[src/rtl/fetch_unit.sv]
// Instruction-fetch stage: owns the 64-bit PC, addresses the instruction memory and
// fills the IF/ID register under a valid/ready handshake, with redirect and fault handling.
module fetch_unit #(
  parameter int          width    = 32,
  parameter int          depth    = 2048,
  parameter int          adr_in   = 11,
  parameter logic [63:0] RESET_PC = 64'h0
) (
  input  logic              clk,
  input  logic              rst,
  input  logic              redirect_valid,
  input  logic [63:0]       redirect_pc,
  input  logic              id_ready,
  output logic [adr_in-1:0] imem_adr,
  input  logic [width-1:0]  imem_instr,
  output logic              id_valid,
  output logic [width-1:0]  id_instr,
  output logic [63:0]       id_pc,
  output logic [63:0]       id_pc_plus4,
  output logic              fault,
  output logic [63:0]       fault_pc
);

  typedef enum logic [1:0] {BOOT, RUN, FAULT} state_t;

  // First byte address past the memory; equals pc[63:adr_in+2] != 0 because depth = 2**adr_in.
  localparam logic [63:0] pc_limit = 64'(depth) * 64'd4;

  state_t      state, state_nxt;
  logic [63:0] pc;
  logic        bad_align, bad_range, slot_free, advance, fault_entry;

  assign imem_adr    = pc[adr_in+1:2];
  assign bad_align   = pc[1:0] != 2'b00;
  assign bad_range   = pc >= pc_limit;
  assign slot_free   = !id_valid || id_ready;
  assign advance     = (state == RUN) && slot_free && !bad_align && !bad_range && !redirect_valid;
  assign fault_entry = (state == RUN) && slot_free && (bad_align || bad_range) && !redirect_valid;

  always_comb begin
    // NOTE: next-state gets a default before the case so no path leaves it unassigned (no latch).
    state_nxt = state;
    case (state)
      BOOT:    state_nxt = RUN;
      RUN:     if (fault_entry) state_nxt = FAULT;
      FAULT:   state_nxt = FAULT;
      default: state_nxt = BOOT;
    endcase
    if (redirect_valid) state_nxt = RUN;
  end

  // NOTE: reset is in the sensitivity list, so it takes effect immediately, not on the next edge.
  always_ff @(posedge clk or posedge rst) begin
    if (rst) state <= BOOT;
    else     state <= state_nxt;
  end

  // NOTE: sequential state uses non-blocking assignments so every register samples pre-edge values.
  always_ff @(posedge clk or posedge rst) begin
    if (rst) begin
      pc          <= RESET_PC;
      id_valid    <= 1'b0;
      id_instr    <= '0;
      id_pc       <= '0;
      id_pc_plus4 <= '0;
      fault       <= 1'b0;
      fault_pc    <= '0;
    end else if (redirect_valid) begin
      pc       <= redirect_pc;
      id_valid <= 1'b0;
      fault    <= 1'b0;
    end else begin
      if (advance) begin
        id_instr    <= imem_instr;
        id_pc       <= pc;
        id_pc_plus4 <= pc + 64'd4;
        id_valid    <= 1'b1;
        pc          <= pc + 64'd4;
      end else if (id_valid && id_ready) begin
        id_valid <= 1'b0;
      end
      if (fault_entry) begin
        fault    <= 1'b1;
        fault_pc <= pc;
      end
    end
  end

endmodule

[config.mk]
export PLATFORM = sky130hd
export DESIGN_NAME = fetch_unit
export DESIGN_NICKNAME = d
export VERILOG_FILES = /design/src/rtl/fetch_unit.sv
export SDC_FILE = /design/constraint.sdc
export NUM_CORES = 1
export LEC_CHECK = 0
export ABC_AREA = 1
export CAP_MARGIN = 20
export CORE_UTILIZATION = 45
export CTS_CLUSTER_SIZE = 14
export DETAILED_ROUTE_END_ITERATION = 12
export MAX_ROUTING_LAYER = met4
export PLACE_DENSITY = 0.84
export SLEW_MARGIN = 15
export SYNTH_ARGS = -nofsm -noshare
export SYNTH_HDL_FRONTEND = slang
export SYNTH_SLANG_ARGS = --single-unit
export TNS_END_PERCENT = 100
[constraint.sdc]
create_clock -name clk -period 11.28 [get_ports clk]
set_input_delay 1.692 -clock clk [delete_from_list [all_inputs] [get_ports clk]]
set_output_delay 1.692 -clock clk [all_outputs]
set_load 0.005 [all_outputs]
---- Word level (Yosys, flattened, before mapping) ----
Index checks and enable logic that the tools add are counted.
storage, ports and cells
  word-level logic and storage cells ...... 44
  flip-flop bits (word level) ............. 292
operators by class
  order comparisons ....................... 1
  mux-type cells .......................... 10
  equality and inequality tests ........... 3
  reduce and logical (&&, ||, !) cells .... 20
  add/sub/neg operators ................... 1
  bitwise operators ....................... 1
operators with widths
  cell                                                                 count
  2-to-1 mux 64 bit                                                    2
  adder 64 x 3 -> 64 bit, second input constant                        1
  greater-or-equal comparator 64 x 14 -> 1 bit, second input constant  1
  logical AND 1 bit                                                    7
  case mux 2 bit (3 select lines)                                      1
  nonzero test 2 bit                                                   3
  2-to-1 mux 1 bit                                                     5
  zero test 1 bit                                                      4
  2-to-1 mux 2 bit                                                     2
  AND reduction 2 bit                                                  2
  inequality test 3 bit, second input constant                         1
  nonzero test 3 bit                                                   1
  == test 2 x 1 -> 1 bit, second input constant                        1
  == test 2 bit, second input constant                                 1
  zero test 2 bit                                                      1
  logical OR 1 bit                                                     2
  inverter 1 bit                                                       1

---- Longest topological paths before layout ----
  depth in word-level cells ............... 8
  depth in mapped cells ................... 11
  gate-level depth less buffers ........... 10

---- Least setup slack after synthesis ----
Ideal clock, no wire load.
  path kind ............................... input to register
  start ................................... in id_ready
  end ..................................... reg id_pc[42]
  path slack .............................. 8.463 ns
  arrival ................................. 2.701 ns
  stages .................................. 9
  cells stage by stage .................... inv_1 > nand2_1 > nand2_1 > nor3_1 > nand4_2 > inv_2 > buf_4 > buf_4 > nor2_1
on the way
  longest elaborated chain between the ends .. 6
ends and longest elaborated chain
  what                                  line  text
  start: declaration                    13    input logic id_ready,
  logical OR 1 bit                      36    assign slot_free = !id_valid || id_ready;
  logical AND 1 bit (4 in series)       37    assign advance = (state == RUN) && slot_free && !bad_align && !bad_range && !redirect_valid;
  AND reduction 2 bit (no source line)  n/a
  end signal: assignment                75    id_pc <= pc;
  end: declaration                      18    output logic [63:0] id_pc,
No other way between the ends.
A chain may end at the register's enable or synchronous reset.

---- Worst setup path after layout ----
  start ................................... in redirect_valid
  end ..................................... reg id_instr[10]
on the way
  longest elaborated chain between the ends .. 3
ends and longest elaborated chain
  what                                      line  text
  start: declaration                        11    input logic redirect_valid,
  zero test 1 bit                           37
  logical AND 1 bit                         37
  AND reduction 2 bit (no source line) (*)  n/a
  end signal: assignment                    74    id_instr <= imem_instr;
  end: declaration                          17    output logic [width-1:0] id_instr,
Mark *: on every way between the ends. The rest lies on a longest branch, timed or not.

==> qor.yml <==
synth:
  ys_seq_area_share_pct: 65.89
  synth_largest_area_cell: "dfrtp_1"
  synth-simple-area-share_pct: 17.71
  synth-compound-area-share_pct: 5.953
  synth-edff-count: 0
  yosysWarnings: 0
  async_flop_share_pct: 100.0
  ys.flop_type: "dfrtp_1"
  yosys-top-cells-count: "nand2_1, dfrtp_1, inv_1"
  synth_cells: 1175
  syn_area_mm2: 0.01101
  syn-num-nets: 1279
  synthMuxAreaShare_pct: 0
  yosysMostFrequentCell: "nand2_1"
  synth_area_leaders: "dfrtp_1, nand2_1, inv_1, o21ai_0, nor2_1"
  synth_top_family_by_area: "simple AND/OR/NAND/NOR gates"
  yosys.area.top_type_share_pct: 65.89
  synthXorXnorAreaFrac_pct: 0.7157
  synthDistinctLibCells: 19
  ys_ff_latch: 290
  syn_area_per_cell_um2: 9.374
  synth-adder-area-share_pct: 0.4544
setup_path:
  cp-end-kind: "flop"
  path_max_fanout: 125
  cp.required_ns: 11.70
  crit-reg2reg-launch: "state[1]$_DFFE_PP0P_"
  crit_type: "primary input to flop"
  critical_path.cell_chain: "buf_2 > buf_4 > inv_1 > nand4_4 > buf_4 > inv_4 > buf_6 > nand2_1 > nand2_1"
  cpPeakStageDelay_ns: 0.63
  crit_arrival_ns: 4.75
  cp-startpoint: "redirect_valid"
  startpoint_type: "primary input"
  slowest_stage: "inv_1"
clock_tree:
  clock_path_buffers: 3
  holdBufCountCts: 0
  cts_resized: 0
  cts_setup_buffers: 0
  clock_latency_ns: 0.54
  cts-root-buf: "clkbuf_16"
  cts_made_buffers: 31
  h-tree-depth: 1
  clk_pin_slew_ns: 0.06
  clkSinkCount: 290
  cts_tree: "yes"
floorplanning:
  ioPinCount: 337
  dieArea_mm2: 0.02511
  core_area_mm2: 0.02375
  initial_utilization_pct: 46.37
  num_rows: 56
  fp.dieW_um: 158.5
  die_height_um: 158.5
global_route:
  met1_usage_pct: 27.22
  grt-busiest-layer: "met2"
  use_met3_pct: 5.444
  track_usage_pct: 22.84
  grt_first_pass_wirelength_um: 43970
  antenna_found_initial: 1
  grt_max_degree: 141
  overflow: 0
  met2_usage_pct: 37.76
  grt_pass1_vias: 8834
route:
  via_per_inst: 4.753
  wl_per_cell_um: 15.14
  drcViolationCount: 0
  vias: 8694
  ant_nets: 0
  wirelength_um: 27700
  firstDrtPassIters: 5
  drtIter0Drc: 545
sta:
  rsz0062_at_grt: "no"
  final_max_slew_viol_count: 0
  slew_headroom_pct: 34.55
  setup_viol: 0
  hold_violations: 0
  skew_ns: 0.01229
  tns_ns: 0
  fin_ws_ns: 6.951
  min_period_ns: 4.329
  max_freq_ghz: 0.2310
  min_period_over_period_pct: 38.38
  tightest_slew_ns: 0.9817
status:
  status: "finished, final reports clean"
cells_and_area:
  area_delta_synth_final_pct: 42.11
  final_cells: 1829
  final_layout_size_suffix_gt1_share_pct: 4.374
  fill_cells: 1776
  layout.nets: 1590
placement:
  place_inst: 1771
  gp_congestion: 0.8055
  hpwl_um: 18990
  place_ws_ns: 6.259
  portBuffers: 336
run:
  cap_violations: 0
worst_hold_path:
  hp-class: "flop to flop"
  hp-start: "id_instr[27]$_DFFE_PP0P_"
pwr:
  p_leak_nw: 7.822
  power_density_mw_per_mm2: 181.9
  ir_drop_v: 0.0001205
[worst paths after layout]
check	endpoint	slack [ns]	depth (start not counted)
setup / recovery	id_instr[10]$_DFFE_PP0P_	6.95	9
hold / removal	id_instr[27]$_DFFE_PP0P_	0.47	2
setup reg to reg	id_instr[10]$_DFFE_PP0P_	8.27	10
hold reg to reg	id_instr[27]$_DFFE_PP0P_	0.47	2
max in group asynchronous	id_instr[2]$_DFFE_PP0P_	7.49	5
min in group asynchronous	fault_pc[51]$_DFFE_PP0P_	1.74	2
[power breakdown]
group          switching [mW]  internal [mW]
logic                   0.231          0.273
registers              0.0778           1.17
clock network           0.406          0.692
[registers in the layout (all words and copies together) (netlist names)]
register,cells
pc,64
fault,1
id_valid,1
id_pc,64
id_instr,32
fault_pc,64
state,2
id_pc_plus4,62
[layout by cell type (no fill, tap or decap), drive strengths merged]
| cell type | instances |
|---|---|
| clkinv | 5 |
| buf | 9 |
| a21oi | 2 |
| inv | 177 |
| ha | 4 |
| dfrtp | 290 |
| clkbuf | 43 |
| nand4 | 4 |
| o21ai | 129 |
| clkdlybuf4s50 | 335 |
| nor2 | 147 |
| nand3 | 41 |
| diode | 1 |
| or2 | 1 |
| nand2 | 300 |
| xor2 | 9 |
| clkinvlp | 1 |
| bufinv | 6 |
| nor3 | 6 |
[layout make-up]
class | instances | area, um^2 | area share (%)
Multi-Input combinational cell | 643 | 2756 | 17.61
Inverter | 176 | 670.6 | 4.285
Tap cell | 319 | 399.1 | 2.550
Timing Repair Buffer | 344 | 3442 | 21.99
Clock buffer | 43 | 900.9 | 5.755
Clock inverter | 13 | 224.0 | 1.431
Sequential cell | 290 | 7257 | 46.36
Antenna cell | 1 | 2.502 | 0.01599
[critical path, delay by kind of cell]
| kind | cells | cell delay [ns] |
|---|---|---|
| and+or+nand+nor | 3 | 0.52 |
| buffers and inverters | 6 | 2.39 |
[metal layers]
layer / vias to the layer above / part of all wire [%]
li1: 4161 / -
met1: 4127 / 40
met2: 336 / 48
met3: 70 / 8.3
met4: 0 / 3.5
met5: - / 0
[cell families after synthesis]
family,count (synthesis)
compound gates,131
fa+ha+maj,4
xor+xnor,9
buf+inv,242
flops,290
simple gates,499
[per-stage QoR]
step                total power [mW]  utilization, %  hold slack (ns)  area [um^2]
detailed placement             1.768           61.02           0.4653        14490
floorplan                      1.452               -           0.4724        11010
finish                         2.847           65.90           0.4742        15650
CTS                            2.874           65.76           0.4812        15620
global route                   2.980           65.90           0.4874        15650
global placement               1.749           61.02           0.4624        14490
Power figures use the tool's default switching activity.
==> RTL edit 1: new RTL, config.mk and constraints unchanged <==
Encoding of `state_t`: now one-hot (3 bits for 3 states).
--- a/src/rtl/fetch_unit.sv
+++ b/src/rtl/fetch_unit.sv
@@ -23,3 +23,3 @@
 
-  typedef enum logic [1:0] {BOOT, RUN, FAULT} state_t;
+  typedef enum logic [2:0] {BOOT = 3'b001, RUN = 3'b010, FAULT = 3'b100} state_t;
 
Formal check against the unedited RTL: same outputs for any inputs over 4 cycles, from zero or initial values and one cycle with rst high; so few cycles prove little.
==> RTL edit 1 against the original RTL <==
Cell area increased by 2.9%. Global-route usage is 1.6 points higher. Via count is 12% higher. Synthesized area is 5.1% higher. Worst setup slack gained 0.37 ns. Die area rose by 5.1%. Clock skew grew 0.0042 ns. Sequential cell count rose by 1. Worst hold slack worse by 0.0051 ns. Critical path depth up 1. Total power up 0.75%. Maximum frequency grew 9.5%. Wire length increased by 12%.
==> RTL edit 1: results (changes against the original RTL) <==
| Metric | Value |
|---|---|
| Detail Placement HPWL | 20.6 mm (was 19.0 mm) |
| First-pass GRT wire length | 49.6 mm (was 44.0 mm) |
| Slew headroom | 29.3% (was 34.6%) |
| Worst IR Drop VDD | 0.129 mV (was 0.120 mV) |
| Avg Cell Area, Syn | 8.75 um2 (was 9.37 um2) |
| DP Worst Slack | 6.83 ns (was 6.26 ns) |
| LEAKAGE | 8.32 nW (was 7.82 nW) |
| Dominant cells by area after synthesis | dfrtp_1 63%, nand2_1 16%, nor2_1 5.1%, inv_1 4.0%, nand4_1 3.5% (was dfrtp_1 66%, nand2_1 10%, inv_1 6.0%, o21ai_0 5.9%, nor2_1 5.0%) |
| # nets final | 1717 (was 1590) |
| Seq/Total Area, Yosys | 62.9% (was 65.9%) |
| Distinct cells, synth | 20 (was 19) |
| Top post-synthesis cells by count | 504 x nand2_1, 290 x dfrtp_1, 157 x nor2_1 (was 300 x nand2_1, 290 x dfrtp_1, 175 x inv_1) |
| CP max FO | 104 (was 125) |
| Worst setup startpoint | id_ready (was redirect_valid) |
| Reg2Reg Capture Point | id_pc[15] (was id_instr[10]) |
| Initial antenna violation count | 3 (was 1) |
| Status | completed (unchanged) |
| GPL Wtd Cong | 0.835 (was 0.806) |
| Critical path's slowest cell | buf_4 (was inv_1) |
| Drt total wl | 31.0 mm (was 27.7 mm) |
| GRT Overall Usage | 24.5% (was 22.8%) |
| Total number of vias | 9708 (was 8694) |
| Placed cells | 1912 (was 1771) |
| Iter 0 DRT Violations | 857 (was 545) |
| Share of layout cells above drive strength 1 | 4.33% (was 4.37%) |
| Placed cell area | 15000 um2 (was 14500 um2) |
| Syn Nets | 1425 (was 1279) |
| Critical Path Max Stage Delay | 0.88 ns (was 0.63 ns) |
| FF-to-FF Start | pc[30] (was state[1]) |
| Final clock skew | 0.0165 ns (was 0.0123 ns) |
| Fmax | 253 MHz (was 231 MHz) |
| Non-Filler Instances | 1972 (was 1829) |
| Delay-heaviest family, CP | buffers and inverters (unchanged) |
| Largest net degree at the start of global routing | 138 (was 141) |
-- RTL edit 1: per-layer routing --
layer	vias to the layer above	track usage [%]	wire, um
li1	4633	-	-
met1	4664	30.4	12200
met2	357	41.4	15600
met3	54	4.10	2420
met4	0	6.60	770
met5	-	-	0
-- RTL edit 1: where the power goes --
part	total, mW	leakage [nW]	switching [mW]	internal [mW]
clock	1.02	0.508	0.397	0.626
combinational	0.569	4.49	0.279	0.290
sequential	1.28	3.33	0.102	1.17
total	2.87	8.32	0.778	2.09
-- RTL edit 1: final cells by class --
type	instances	area, um2
Fill cell	1957	9070
Sequential cell	291	7280
Timing Repair Buffer	348	3470
Multi-Input combinational cell	822	3440
Clock buffer	44	875
Inverter	122	468
Tap cell	330	413
Clock inverter	11	161
Antenna cell	4	10.0
-- RTL edit 1: worst min-delay path by stage --
stage,cells past startpoint,slack [ns],end,start
after floorplan,2,0.46,pc[0],pc[0]
after global placement,2,0.45,fault_pc[4],fault_pc[4]
after detailed placement,2,0.46,fault_pc[57],fault_pc[57]
after CTS,2,0.47,fault_pc[57],fault_pc[57]
after global routing,2,0.49,fault_pc[28],fault_pc[28]
final,2,0.47,fault_pc[13],fault_pc[13]
-- RTL edit 1: worst reg2reg max path: stages (launching register included) --
cell and delay (ns):
dfrtp_1 0.40, nor2_1 0.20, nand2_1 0.07, nor2_1 0.12
nand2_1 0.08, nor2_1 0.19, nand3_2 0.14, nor2_4 0.09
buf_4 0.47, buf_4 0.89, nor2_1 0.18
-- RTL edit 1: cells by family (layout without fill, tap and decap cells) --
family	Yosys count	in the layout	synth area share, %
other cells	0	4	0
buf+inv	210	525	7.60
simple gates	806	806	28.5
xor+xnor	6	6	0.454
fa+ha+maj	2	2	0.216
compound gates	8	8	0.346
flops	291	291	62.9
==> RTL edit 2: new RTL, config.mk and constraints unchanged <==
Made on the original files. `adr_in`: 11 -> 22.
--- a/src/rtl/fetch_unit.sv
+++ b/src/rtl/fetch_unit.sv
@@ -5,3 +5,3 @@
   parameter int          depth    = 2048,
-  parameter int          adr_in   = 11,
+  parameter int          adr_in   = 22,
   parameter logic [63:0] RESET_PC = 64'h0
Ports: changed (resized imem_adr); port bits go from 337 to 348. The function was not compared with the original's and may differ.
==> RTL edit 2 against the original RTL <==
Global-route usage rose by 0.74 points. Maximum frequency rose by 13%. Worst setup slack improved by 0.51 ns. Synthesized area rose by 0.75%. Cell area barely moved. Critical path depth rose by 1. Core utilization fell by 1.3 points. Wire length rose by 3.4%. Worst hold slack improved by 0.0051 ns. Sequential cell count did not move. Total power fell by 3.1%.
==> RTL edit 2: results (changes against the original RTL) <==
| Metric | Value |
|---|---|
| Worst IR Drop VDD | 0.137 mV (was 0.120 mV) |
| Combinational power share | 18.7% (was 17.7%) |
| TritonCTS Buffers | 30 (was 31) |
| Critical path's slowest cell | buf_4 (was inv_1) |
| Placed cells | 1788 (was 1771) |
| Fin Hold WS | 0.479 ns (was 0.474 ns) |
| Metal-1 WL | 11.8 mm (was 11.2 mm) |
| Share of layout cells above drive strength 1 | 4.28% (was 4.37%) |
| Placed cell area | 14600 um2 (was 14500 um2) |
| Syn Nets | 1290 (was 1279) |
| Routed wl met2 | 14.0 mm (was 13.2 mm) |
| GRT Overall Usage | 23.6% (was 22.8%) |
| Multiplexer share of the synthesized area | 0% (unchanged) |
| Vias in the first global route | 8767 (was 8834) |
| Iter 0 DRT Violations | 558 (was 545) |
| Largest net degree at the start of global routing | 125 (was 141) |
| Post-Synth Adder-Cell Area | 0.451% (was 0.454%) |
| Initial antenna violation count | 3 (was 1) |
| YS warnings | 0 (unchanged) |
| Largest regs | fault_pc x64, id_pc x64, pc x64 (unchanged) |
| Met3 Usage GRT | 5.37% (was 5.44%) |
| Crit path DAT | 4.29 ns (was 4.75 ns) |
| Top sig layer | met4 (unchanged) |
| WL/cell | 15.5 um (was 15.1 um) |
| Drt total wl | 28.6 mm (was 27.7 mm) |
| Combinational power | 0.515 mW (was 0.503 mW) |
| First-pass GRT wire length | 46.5 mm (was 44.0 mm) |
| Avg Cell Area, Syn | 9.36 um2 (was 9.37 um2) |
| # nets final | 1601 (was 1590) |
| LEAKAGE | 7.82 nW (about the same) |
| CP max FO | 107 (was 125) |
| Sw Share | 25.8% (was 25.1%) |
| Critical Path Max Stage Delay | 0.82 ns (was 0.63 ns) |
| Detail Placement HPWL | 19.4 mm (was 19.0 mm) |
| Seq/Total Area, Yosys | 65.4% (was 65.9%) |
| Clock root cell | clkbuf_16 (unchanged) |
| Distinct cells, synth | 19 (unchanged) |
| Dominant cells by area after synthesis | dfrtp_1 65%, nand2_1 10%, inv_1 5.9%, o21ai_0 5.8%, nor2_1 5.0% (was dfrtp_1 66%, nand2_1 10%, inv_1 6.0%, o21ai_0 5.9%, nor2_1 5.0%) |
| Worst Max-Slew Pin Slew | 1.02 ns (was 0.982 ns) |
| PortBufs | 347 (was 336) |
| GPL Wtd Cong | 0.824 (was 0.806) |
| GR Util met1 | 29.5% (was 27.2%) |
| Grt met2 use | 38.3% (was 37.8%) |
| Status | completed (unchanged) |
| Vias per cell | 4.75 (about the same) |
| Worst R2R Setup Slack | 8.47 ns (was 8.27 ns) |
| Compound-cell area share of the yosys netlist | 5.91% (was 5.95%) |
| WL met3 | 2.05 mm (was 2.29 mm) |
| Fmax | 262 MHz (was 231 MHz) |
| Final clock skew | 0.0194 ns (was 0.0123 ns) |
| DP Worst Slack | 6.89 ns (was 6.26 ns) |
==> RTL edit 2: cell types whose count changed after synthesis <==
cell / before / now
buf_4: 19 / 30
==> RTL edit 2: worst reg2reg max path: stages (launching register included) <==
cell,delay [ns]
dfrtp_1,0.37
inv_1,0.07
ha_1,0.24
nand2_1,0.13
nor3_1,0.34
nand4_4,0.16
inv_4,0.27
buf_4,0.83
nand2_1,0.23
nand2_1,0.10
==> RTL edit 2: worst paths after layout <==
kind,start,endpoint,depth (start not counted)
min in group asynchronous,rst,id_pc[19],2
max in group asynchronous,rst,id_pc_plus4[13],4
setup reg to reg,state[1],id_instr[6],9
hold reg to reg,id_instr[8],id_instr[8],2
setup / recovery,id_ready,id_instr[6],10
hold / removal,id_instr[8],id_instr[8],2
==> RTL edit 2: final cells by class <==
cell class              instances  area, um2
multi-input cells             643       2760
repair buffers                356       3550
fillers                      1851       8590
well taps                     324        405
clock buffers                  40        860
flip-flops and latches        290       7260
clock inverters                14        148
inverters                     176        671
diodes                          3       7.51
